[src/rtl/axi_ar_route_tracker.sv]
// ---------------------------------------------------------------------------
// axi_ar_route_tracker
//
// Read-address router and in-flight tracker for one AXI initiator.
// Each AR request is decoded against per-port address regions and offered
// to exactly one destination AR allocator. Outstanding reads are counted.
// A new read is held back whenever it would target a different port than
// the reads still in flight, so R data can only ever come back in order
// from a single port. A read is also held back when the tracker is full.
//
// Optional feature macro: AXI_AR_DECERR_EN
//   defined   : an address that matches no enabled region is accepted
//               locally (no port request, no tracking). decerr_o pulses
//               for one cycle afterwards, with the offending address on
//               decerr_addr_o.
//   undefined : an unmatched address is routed to port N_MASTER_PORT-1
//               and tracked like any other read. The decerr ports are absent.
//
// Ports
//   clk, rst            : clock, asynchronous active-high reset
//   araddr_i, arvalid_i : initiator AR address / valid
//   arready_o           : initiator AR ready (combinational pass of grant)
//   START_ADDR_i        : per-port region base, inclusive (packed, port 0 in LSBs)
//   END_ADDR_i          : per-port region end, inclusive (packed, port 0 in LSBs)
//   enable_region_i     : per-port region enable
//   arvalid_o           : one-hot request towards each port's AR allocator
//   arready_i           : per-port grant from the AR allocators
//   rvalid_i, rready_i,
//   rlast_i             : R channel handshake; the last beat retires a read
//   outstanding_o       : current in-flight read count
//   decerr_o,
//   decerr_addr_o       : decode-error pulse and address (AXI_AR_DECERR_EN only)
// ---------------------------------------------------------------------------
module axi_ar_route_tracker #(
  parameter int AXI_ADDRESS_W   = 32,
  parameter int N_MASTER_PORT   = 4,
  parameter int MAX_OUTSTANDING = 8,
  localparam int CNT_W  = $clog2(MAX_OUTSTANDING + 1),
  localparam int DEST_W = (N_MASTER_PORT > 1) ? $clog2(N_MASTER_PORT) : 1
) (
  input  logic                                   clk,
  input  logic                                   rst,
  input  logic [AXI_ADDRESS_W-1:0]               araddr_i,
  input  logic                                   arvalid_i,
  output logic                                   arready_o,
  input  logic [N_MASTER_PORT*AXI_ADDRESS_W-1:0] START_ADDR_i,
  input  logic [N_MASTER_PORT*AXI_ADDRESS_W-1:0] END_ADDR_i,
  input  logic [N_MASTER_PORT-1:0]               enable_region_i,
  output logic [N_MASTER_PORT-1:0]               arvalid_o,
  input  logic [N_MASTER_PORT-1:0]               arready_i,
  input  logic                                   rvalid_i,
  input  logic                                   rready_i,
  input  logic                                   rlast_i,
`ifdef AXI_AR_DECERR_EN
  output logic                                   decerr_o,
  output logic [AXI_ADDRESS_W-1:0]               decerr_addr_o,
`endif
  output logic [CNT_W-1:0]                       outstanding_o
);

  // -------------------------------------------------------------------------
  // Address decode
  // -------------------------------------------------------------------------
  logic [N_MASTER_PORT-1:0] region_hit;
  logic [DEST_W-1:0]        match_idx;
  logic                     matched;

  // NOTE: every variable assigned in an always_comb gets a default first,
  // so no path through the block can leave it holding an old value (latch).
  always_comb begin
    region_hit = '0;
    for (int k = 0; k < N_MASTER_PORT; k++) begin
      region_hit[k] = enable_region_i[k]
                   && (araddr_i >= START_ADDR_i[k*AXI_ADDRESS_W +: AXI_ADDRESS_W])
                   && (araddr_i <= END_ADDR_i[k*AXI_ADDRESS_W +: AXI_ADDRESS_W]);
    end
  end

  // Walk from the top down so the lowest matching index is written last.
  always_comb begin
    match_idx = '0;
    matched   = 1'b0;
    for (int k = N_MASTER_PORT - 1; k >= 0; k--) begin
      if (region_hit[k]) begin
        match_idx = DEST_W'(k);
        matched   = 1'b1;
      end
    end
  end

  // dest   : port this request would be sent to
  // routed : request goes to a port (as opposed to a local decode error)
  logic [DEST_W-1:0] dest;
  logic              routed;

`ifdef AXI_AR_DECERR_EN
  assign dest   = match_idx;
  assign routed = matched;
`else
  assign dest   = matched ? match_idx : DEST_W'(N_MASTER_PORT - 1);
  assign routed = 1'b1;
`endif

  // -------------------------------------------------------------------------
  // Tracking state
  // -------------------------------------------------------------------------
  logic [CNT_W-1:0]  cnt;
  logic [DEST_W-1:0] last_dest;

  logic cnt_full;
  logic dest_conflict;
  logic stall;

  assign cnt_full      = (cnt == CNT_W'(MAX_OUTSTANDING));
  // last_dest is only meaningful while reads are in flight.
  assign dest_conflict = (cnt != '0) && (dest != last_dest);
  assign stall         = cnt_full || dest_conflict;

  // -------------------------------------------------------------------------
  // AR request / ready steering
  // -------------------------------------------------------------------------
  always_comb begin
    arvalid_o = '0;
    arready_o = 1'b0;
    if (routed) begin
      if (!stall) begin
        arvalid_o[dest] = arvalid_i;
        arready_o       = arready_i[dest];
      end
    end else begin
      // Unmatched with decode errors enabled: absorb the request locally.
      arready_o = 1'b1;
    end
  end

  logic ar_hs;
  logic route_hs;
  logic r_last_hs;

  assign ar_hs     = arvalid_i && arready_o;
  assign route_hs  = ar_hs && routed;
  // A retiring beat at cnt==0 belongs to nothing we track (e.g. after reset).
  assign r_last_hs = rvalid_i && rready_i && rlast_i && (cnt != '0);

  // NOTE: sequential state is written with non-blocking assignments so every
  // register samples the pre-edge values, independent of block ordering.
  always_ff @(posedge clk or posedge rst) begin
    if (rst) begin
      cnt       <= '0;
      last_dest <= '0;
    end else begin
      case ({route_hs, r_last_hs})
        2'b10:   cnt <= cnt + CNT_W'(1);
        2'b01:   cnt <= cnt - CNT_W'(1);
        default: cnt <= cnt;
      endcase
      if (route_hs) begin
        last_dest <= dest;
      end
    end
  end

  assign outstanding_o = cnt;

  // -------------------------------------------------------------------------
  // Decode-error report
  // -------------------------------------------------------------------------
`ifdef AXI_AR_DECERR_EN
  logic decerr_hs;

  assign decerr_hs = ar_hs && !routed;

  always_ff @(posedge clk or posedge rst) begin
    if (rst) begin
      decerr_o      <= 1'b0;
      decerr_addr_o <= '0;
    end else begin
      decerr_o <= decerr_hs;
      if (decerr_hs) begin
        decerr_addr_o <= araddr_i;
      end
    end
  end
`endif

endmodule

[config.mk]
export PLATFORM = sky130hd
export DESIGN_NAME = axi_ar_route_tracker
export DESIGN_NICKNAME = d
export VERILOG_FILES = /design/src/rtl/axi_ar_route_tracker.sv
export SDC_FILE = /design/constraint.sdc
export NUM_CORES = 1
export LEC_CHECK = 0
export CAP_MARGIN = 25
export CELL_PAD_IN_SITES_DETAIL_PLACEMENT = 0
export CELL_PAD_IN_SITES_GLOBAL_PLACEMENT = 1
export CORE_MARGIN = 5
export CORE_UTILIZATION = 27
export DETAILED_ROUTE_END_ITERATION = 10
export GPL_ROUTABILITY_DRIVEN = 0
export PLACE_DENSITY = 0.92
export SYNTH_ARGS = -nofsm -noshare
export SYNTH_HDL_FRONTEND = slang
export SYNTH_SLANG_ARGS = --single-unit
[constraint.sdc]
create_clock -name clk -period 4.5 [get_ports clk]
set_input_delay 0.9 -clock clk [delete_from_list [all_inputs] [get_ports clk]]
set_output_delay 0.9 -clock clk [all_outputs]
set_load 0.01 [all_outputs]
# Yosys cells after proc, flatten, opt, wreduce, memory -nomap -nowiden
# Cells that the tools add are included.
# totals
ramBits,0
output_inout_bits,9
latchBits,0
romBits,0
ff_bits,6
memories,0
# classes
addsub,2
div_mod_pow,0
bitwise,1
shift,0
n_eq_ne,4
mux,16
mul,0
magnitude_cmp,10
reduce_logical,17
# ops
cell,count
greater-or-equal comparator 32 bit,4
less-or-equal comparator 32 bit,4
logical AND 1 bit,14
2-to-1 mux 2 bit,5
one-hot mux 4 bit (2 select lines),1
2-to-1 mux 1 bit,7
"adder 4 x 1 -> 4 bit, second input constant",1
AND 4 bit,1
"== test 4 bit, second input constant",1
2-to-1 mux 4 bit,1
nonzero test 4 bit,1
"subtractor 4 x 1 -> 4 bit, second input constant",1
"less-than comparator 2 x 3 -> 1 bit, second input constant",1
binary-select mux 1 bit (select 2 bit),1
demux 1 bit (select 2 bit),1
"== test 2 x 1 -> 1 bit, second input constant",1
"== test 2 bit, second input constant",1
"greater-or-equal comparator 2 x 1 -> 1 bit, second input constant",1
!= test 2 bit,1
nonzero test 2 bit,1
logical OR 1 bit,1

# Depth between registers and ports, before layout
# logic_depth
word_depth,15
ltp_mapped,19
ltp_nobuf,19

# Worst setup path before layout
# Ideal clock, no wire load.
# synth_path
path_type,input to register
from,input END_ADDR_i[95]
to,register cnt[3] (netlist: outstanding_o[3])
t_required_ns,4.372
setup_slack_ns,-0.028
path_buffers,0
cell_stages,19
arrival_time_ns,4.400
path_cell_list,inv_1 > ha_1 > nand4_1 > or2_2 > o41ai_1 > o41ai_2 > o211ai_2 > mux2_4 > mux2_2 > mux2_2 > and3_4 > inv_1 > ha_1 > ha_1 > a21o_1 > a21oi_1 > xnor2_1 > nor2_1 > xor2_1
# synth_between
elab_chain_len,13
word_cells_on_any_way,20
cone_classes,order compare (1); eq/ne (3); mux (11); reduce/logical (5)
# synth_lines
item,line,rtl
"start, declared",47,"input logic [N_MASTER_PORT*AXI_ADDRESS_W-1:0] END_ADDR_i,"
less-or-equal comparator 32 bit (*),75,&& (araddr_i <= END_ADDR_i[k*AXI_ADDRESS_W +: AXI_ADDRESS_W]);
logical AND 1 bit (*),75,
2-to-1 mux 2 bit or 2-to-1 mux 1 bit (tied branches) (3 in a row),84,if (region_hit[k]) begin
2-to-1 mux 2 bit (*),100,assign dest = matched ? match_idx : DEST_W'(N_MASTER_PORT - 1);
!= test 2 bit,116,assign dest_conflict = (cnt != '0) && (dest != last_dest);
logical AND 1 bit,116,
logical OR 1 bit,117,assign stall = cnt_full || dest_conflict;
2-to-1 mux 1 bit (*),126,if (!stall) begin
logical AND 1 bit (*),140,assign ar_hs = arvalid_i && arready_o;
== test 2 x 1 -> 1 bit or == test 2 bit (tied branches),152,"case ({route_hs, r_last_hs})"
one-hot mux 4 bit (2 select lines) or nonzero test 2 bit (tied branches),--,
"end signal, assigned",153,2'b10: cnt <= cnt + CNT_W'(1);
"end signal, assigned",154,2'b01: cnt <= cnt - CNT_W'(1);
"end signal, assigned",155,default: cnt <= cnt;
"end, declared",107,logic [CNT_W-1:0] cnt;
# Every way passes the cells marked *; elsewhere a longest branch is shown, timed or not. The select of a mux whose other input is x is not followed.
# A chain may end at the register's enable or synchronous reset.

# Worst setup path in the final report
# layout_path
from,input START_ADDR_i[17]
to,output arvalid_o[1]
# layout_between
elab_chain_len,11
word_cells_on_any_way,16
cone_classes,order compare (3); eq/ne (1); mux (6); bitwise (1); reduce/logical (5)
# layout_lines
item,line,rtl
"start, declared",46,"input logic [N_MASTER_PORT*AXI_ADDRESS_W-1:0] START_ADDR_i,"
greater-or-equal comparator 32 bit (*),74,&& (araddr_i >= START_ADDR_i[k*AXI_ADDRESS_W +: AXI_ADDRESS_W])
logical AND 1 bit (*),74,
logical AND 1 bit (*),75,
2-to-1 mux 2 bit or 2-to-1 mux 1 bit (tied branches),84,
2-to-1 mux 2 bit (*),100,
less-than comparator 2 x 3 -> 1 bit (implied by the code) or greater-or-equal comparator 2 x 1 -> 1 bit (tied branches),127,arvalid_o[dest] = arvalid_i;
logical AND 1 bit (implied by the code),127,
2-to-1 mux 1 bit (implied by the code),127,
demux 1 bit (select 2 bit),127,
AND 4 bit (no source line),--,
2-to-1 mux 4 bit (*),126,
"end, declared",49,"output logic [N_MASTER_PORT-1:0] arvalid_o,"
# Every way passes the cells marked *; elsewhere a longest branch is shown, timed or not.

==> results.toml <==
[run_status]
outcome = "finished with violations"
failed_checks = "negative setup slack"

[floorplanning]
ios = 311
fp.coreArea_um2 = 19600
start_util = 0.275
die_w_um = 151
num_rows = 51
fp.dieArea_um2 = 22900
dieHeight_um = 151

[timing]
timing.hold.ws_ps = 565
timing.fmax_mhz = 216
hold_viol_final = 0
tns_ps = -501
fin_ws_ps = -130
skew_ps = 0.202
rsz0062_at_grt = "yes"
finalSetupViolCount = 5
post-route-min-period_ps = 4630
maxSlewHeadroom = 0.732
maxSlewViolCount = 0
period_share = 1.03
worst_slew_pin_slew_ps = 400

[critical_path]
path_class = "in2out"
crit_path_start_kind = "input pin"
rr_worst_depth = 12
endpoint_kind = "output pin"
slowest_delay_ps = 480
path_cells = "clkdlybuf4s50_1 > inv_2 > ha_4 > a21oi_1 > o21ai_2 > a22oi_2 > a32oi_2 > a31oi_4 > a311o_1 > or3_4 > and3_4 > and4_1 > buf_2"
required_ps = 3600
crit_slowest_cell = "clkdlybuf4s50_1"
crit_fanout = 5
cp_data_arrival_time_ps = 3730

[logic_synthesis]
ys_seq_elements = 6
synth_top_family_by_area = "adder cells"
synth.area.top_cells = "ha_1 (45%), inv_1 (14%), a21oi_1 (6.7%)"
synth.most_common_cell = "inv_1"
synthArstFlopShare = 1.00
synthAdderAreaFrac = 0.456
synth_top_area_cell = "ha_1"
syn_inst = 733
synth_compound_area_frac = 0.200
synthSimpleGateAreaFrac = 0.155
synth_top_area_share = 0.452
synth_edf_count = 0
synth_mux_area_frac = 0.0134
yosys_warnings = 0
synth_common_cells = "inv_1 (201), ha_1 (195), a21oi_1 (72), nand2_1 (46), nand4_1 (36)"
netlist_area_um2 = 5400
yosysUniqueCellTypes = 58
ys_seq_area_frac = 0.0278
ys.flop_type = "dfrtp_1"
synthXorXnorAreaFrac = 0.00812
postSynthAreaPerCell_um2 = 7.36
synth_nets = 1231

[routing]
avgViaCountPerCell = 4.89
via_count = 6718
ant_nets = 0
route.detailed.drc = 0
drt_iter0_markers = 171
wl_per_cell_um = 18.2
drt_pass1_iterations = 4
drt-total-wl_um = 25000

[global_route]
globalRouteOverflowTotal = 0
grt_antenna_before_repair = 9
grt_max_degree = 7
track_usage = 0.198
grt_pass1_wl_um = 35900
grt_pass1_vias = 7196

[clocking]
cts_inserted_buffers = 3
cts-root-buf = "clkbuf_16"
cts.path.max_buffers = 2
path_clk_slew_ps = 30
htree_levels = 1
cts_tree = "built"
clock_latency_ps = 230
cts_hold_buf = 0
cts_sinks = 6

[power]
peakVddDrop_v = 0.000133
leakagePower_nw = 5.43
p_per_area_nw_per_um2 = 136

[final_layout]
nets = 1601
nFillCells = 1663
area_growth_pct = 105
layout-drive-gt1-share = 0.444

[hold_path]
hold_depth = 1
hp-class = "reg2reg"

[placed_design]
io_buffers = 245
dp_hpwl_um = 19500

[job]
max-cap-violations = 0
path summary, 6_finish.rpt:
kind | start | endpoint | slack (ps)
worst max-delay path | START_ADDR_i[17] | arvalid_o[1] | -130
min in group asynchronous | rst | outstanding_o[3]$_DFFE_PP0P_ | 900
worst min register to register | last_dest[1]$_DFFE_PP0P_ | last_dest[1]$_DFFE_PP0P_ | 560
worst min-delay path | last_dest[1]$_DFFE_PP0P_ | last_dest[1]$_DFFE_PP0P_ | 560
max in group asynchronous | rst | outstanding_o[2]$_DFFE_PP0P_ | 3400
worst max register to register | outstanding_o[1]$_DFFE_PP0P_ | outstanding_o[3]$_DFFE_PP0P_ | 1990
cells in the final DEF (no fill, tap or decap), types with 4 or more instances in the layout:
cell | synthesis | routed
diode_2 | 0 | 7
inv_1 | 201 | 97
nand3_1 | 12 | 11
ha_4 | 0 | 114
nand2_4 | 0 | 4
and3_4 | 1 | 4
a21oi_1 | 72 | 52
inv_2 | 0 | 101
buf_4 | 0 | 103
dfrtp_1 | 6 | 6
nand4_1 | 36 | 36
dlymetal6s2s_1 | 0 | 33
nor2_2 | 0 | 4
o21ai_0 | 32 | 15
o21a_1 | 6 | 6
ha_1 | 195 | 78
o21ai_1 | 0 | 8
nor4_4 | 0 | 5
a21o_1 | 14 | 14
o21ai_2 | 0 | 9
dlygate4sd2_1 | 0 | 90
o211ai_1 | 4 | 4
clkdlybuf4s50_1 | 0 | 74
buf_6 | 0 | 26
a21oi_2 | 2 | 19
clkbuf_2 | 0 | 6
a211oi_1 | 11 | 6
nand2_2 | 0 | 7
nor2_1 | 18 | 14
nand2_1 | 46 | 35
a211oi_2 | 0 | 5
buf_2 | 0 | 20
mux2_4 | 2 | 4
clkdlybuf4s15_1 | 0 | 6
flip-flops by register name, indices dropped and copies added (netlist names):
register and cells:
outstanding_o 4, last_dest 2
stage by stage:
step | power, mW | util | cell area [um2] | instances | setup slack, ps
finish | 1.51 | 0.566 | 11100 | 1373 | -130
global route | 1.64 | 0.566 | 11100 | 1372 | -210
CTS | 1.41 | 0.537 | 10500 | 1357 | -119
detailed placement | 1.08 | 0.453 | 8880 | 1334 | -1320
global placement | 1.06 | 0.453 | 8880 | 1334 | -1340
floorplan | 0.567 | - | 5410 | 733 | 6.80
what timing repair did:
| item | in CTS | in global routing |
|---|---|---|
| gates resized for setup | 529 | 173 |
| endpoints found under the hold margin | 0 | 0 |
| buffers inserted | 23 | 11 |
| pin swaps | 135 | 75 |
| endpoints found under the setup margin | 11 | 8 |
kinds of logic (layout without fill, tap and decap cells):
kind of cell / after synthesis / after routing
AO/OA/AOI/OAI: 167 / 167
XOR/XNOR: 5 / 5
adder cells (fa/ha/maj): 196 / 196
buffers and inverters: 201 / 569
flip-flops: 6 / 6
multiplexers: 6 / 6
other: 0 / 7
AND/OR/NAND/NOR: 152 / 152
critical path, delay by kind of cell:
kind | cells | cell delay [ps]
AOI/OAI and AO/OA | 6 | 1120
and+or+nand+nor | 3 | 780
buffers and inverters | 3 | 660
adders and majority gates | 1 | 260
per-layer routing:
| metal | vias to the layer above | wire length (um) | GRT usage |
|---|---|---|---|
| met5 | - | 33 | 0 |
| met2 | 219 | 12900 | 0.377 |
| met4 | 6 | 801 | 0.0617 |
| li1 | 3332 | - | - |
| met1 | 3103 | 9510 | 0.217 |
| met3 | 58 | 1820 | 0.0422 |
report_power, final:
group	internal, mW	switching [mW]
Sequential	0.0804	0.0396
Clock	0.114	0.0281
Combinational	0.683	0.564
Total	0.877	0.632
layout make-up:
| type | count | area (um2) | share of cell area |
|---|---|---|---|
| Inverter | 201 | 763 | 0.0688 |
| Antenna cell | 7 | 17.5 | 0.00158 |
| Sequential cell | 6 | 150 | 0.0135 |
| Multi-Input combinational cell | 526 | 6450 | 0.582 |
| Clock buffer | 3 | 75.1 | 0.00677 |
| Tap cell | 265 | 332 | 0.0299 |
| Timing Repair Buffer | 365 | 3300 | 0.297 |
Note: power is estimated with default switching activity, not from simulation.
==> variant: new RTL, same settings <==
Set the parameter `AXI_ADDRESS_W` to 36 (it was 32).
--- a/src/rtl/axi_ar_route_tracker.sv
+++ b/src/rtl/axi_ar_route_tracker.sv
@@ -33,5 +33,5 @@
 // ---------------------------------------------------------------------------
 module axi_ar_route_tracker #(
-  parameter int AXI_ADDRESS_W   = 32,
+  parameter int AXI_ADDRESS_W   = 36,
   parameter int N_MASTER_PORT   = 4,
   parameter int MAX_OUTSTANDING = 8,
Ports: changed (resized END_ADDR_i, START_ADDR_i and araddr_i); port bits go from 311 to 347. No check against the original RTL was run, so the function may have changed too.
==> variant against the unedited design <==
- the flow still finishes with violations (negative setup slack)
- area after synthesis increased by 11%
- total power is 18% higher
- worst setup slack worse by 5.6 ps
- utilization is 0.39 points higher
- design area up 12%
- global-route usage about the same
- worst hold slack got worse by 7.1 ps
- critical path depth increased by 2
- wire length up 14%
- register-to-register slack got worse by 590 ps
- sequential cell count unchanged
- sequential share of layout area down 0.14 points
- highest routed layer is now met4
==> variant: results (changes against the unedited design) <==
stage;metric;value;unit;change
run_status;status;complete, but fails checks;;
run_status;failing checks;negative setup slack;;
global_route;number of global-route vias before repair;7887;;+9.6%
clock_tree;Post-CTS Setup Bufs;20;;-13%
yosys;synth cell count leaders;222 x inv_1, 219 x ha_1, 86 x a21oi_1, 49 x nand2_1, 38 x nand4_1;;
yosys;Syn Nets;1387;;+13%
place;pre-CTS setup slack;-1220;ps;+102 ps
cells_and_area;Clock-cell share;0.605;%;-0.072 points
worst_setup_path;crit path to;arready_o;;
worst_setup_path;flop-to-flop setup slack;1400;ps;-590 ps
pwr;Clk pwr share;8.4;%;-1.0 points
cells_and_area;share of layout cells above drive strength 1;44.4;%;-0.059 points
global_route;GRT Util Overall;19.8;%;about the same
die;Die Area;25200;µm²;+9.8%
place;Port Buffers;273;;+11%
cells_and_area;#MultiIn Comb;601;;+14%
cells_and_area;multi-input gate share of total cell area;59.3;%;+1.1 points
worst_setup_path;Worst Setup SP;araddr_i[1];;
pwr;Final Total Pwr;1.78;mW;+18%
drt;via count;7608;;+13%
min_path;Hold Path End;outstanding_o[3];;
yosys;Seq/Total Area, Yosys;2.52;%;-0.26 points
cells_and_area;fraction of area in non-clock buffers;29.2;%;-0.52 points
pwr;leakage power total;6.00;nW;+11%
worst_setup_path;CP peak stage delay;400;ps;-80 ps
pwr;maximum VDD drop;0.234;mV;+76%
yosys;Cell variety after synth;62;;+6.9%
cells_and_area;seq_cells;6;;unchanged
drt;Post-Route WL;28.4;mm;+14%
yosys;Mapped Cells;829;;+13%
worst_setup_path;crit-path max FO;4;;-1
worst_setup_path;cell count of the worst reg-to-reg path;14;;+2
sta;Worst Tran Pin Value;635;ps;+235 ps
cells_and_area;antenna diode count;8;;+1
cells_and_area;fraction of area in registers;1.21;%;-0.14 points
sta;Setup-failing EPs final;5;;unchanged
place;post-DP HPWL;21.9;mm;+12%
pwr;logic gate share of total power;83.7;%;+1.1 points
drt;vias per cell;4.95;;+1.2%
cells_and_area;filler cell count;1882;;+13%
sta;Worst Hold Margin;558;ps;-7.09 ps
cells_and_area;Inverters excl. clock;222;;+10%
sta;total negative slack;-310;ps;+191 ps
cells_and_area;final net count;1809;;+13%
sta;Final WS setup;-135;ps;-5.60 ps
global_route;initial antenna violation count;7;;-2
cells_and_area;Layout area overhead;108;%;
clock_tree;PostCTS Resize Cnt;506;;-4.3%
cells_and_area;number of non-clock buffers;417;;+14%
sta;clock skew;1.41;ps;+1.21 ps
global_route;first-pass GRT wire length;39.6;mm;+10%
place;Area after DPL;9910;µm²;+12%
pwr;sw frac;43.3;%;+1.4 points
==> variant: changes by cell type in the layout (fill, tap and decap cells not counted), moves of 8 or more <==
cell,change
ha_1,+20
clkdlybuf4s15_1,+10
nor3_4,+8
a21o_1,+8
inv_1,+31
a21oi_2,+13
clkdlybuf4s50_1,+40
clkbuf_2,+20
dlymetal6s2s_1,-12
dlygate4sd2_1,-25
buf_4,+20
nand3_1,+9
==> variant: cells by family (layout without fill, tap and decap cells) <==
family	Yosys count	in the layout	share of synthesized area, %
flops	6	6	2.52
fa+ha+maj	220	220	46.3
xor+xnor	4	4	0.588
compound gates	185	185	19.3
other cells	0	8	0
buf+inv	222	642	14.0
simple gates	188	188	16.5
mux	4	4	0.797
==> variant: layer usage <==
layer	share of wire (%)	GRT usage, %	vias to the layer above
met4	2.9	5.44	0
met1	40	23.5	3563
met3	4.9	2.04	60
met2	53	37.5	226
li1	-	-	3759
met5	0	0	-
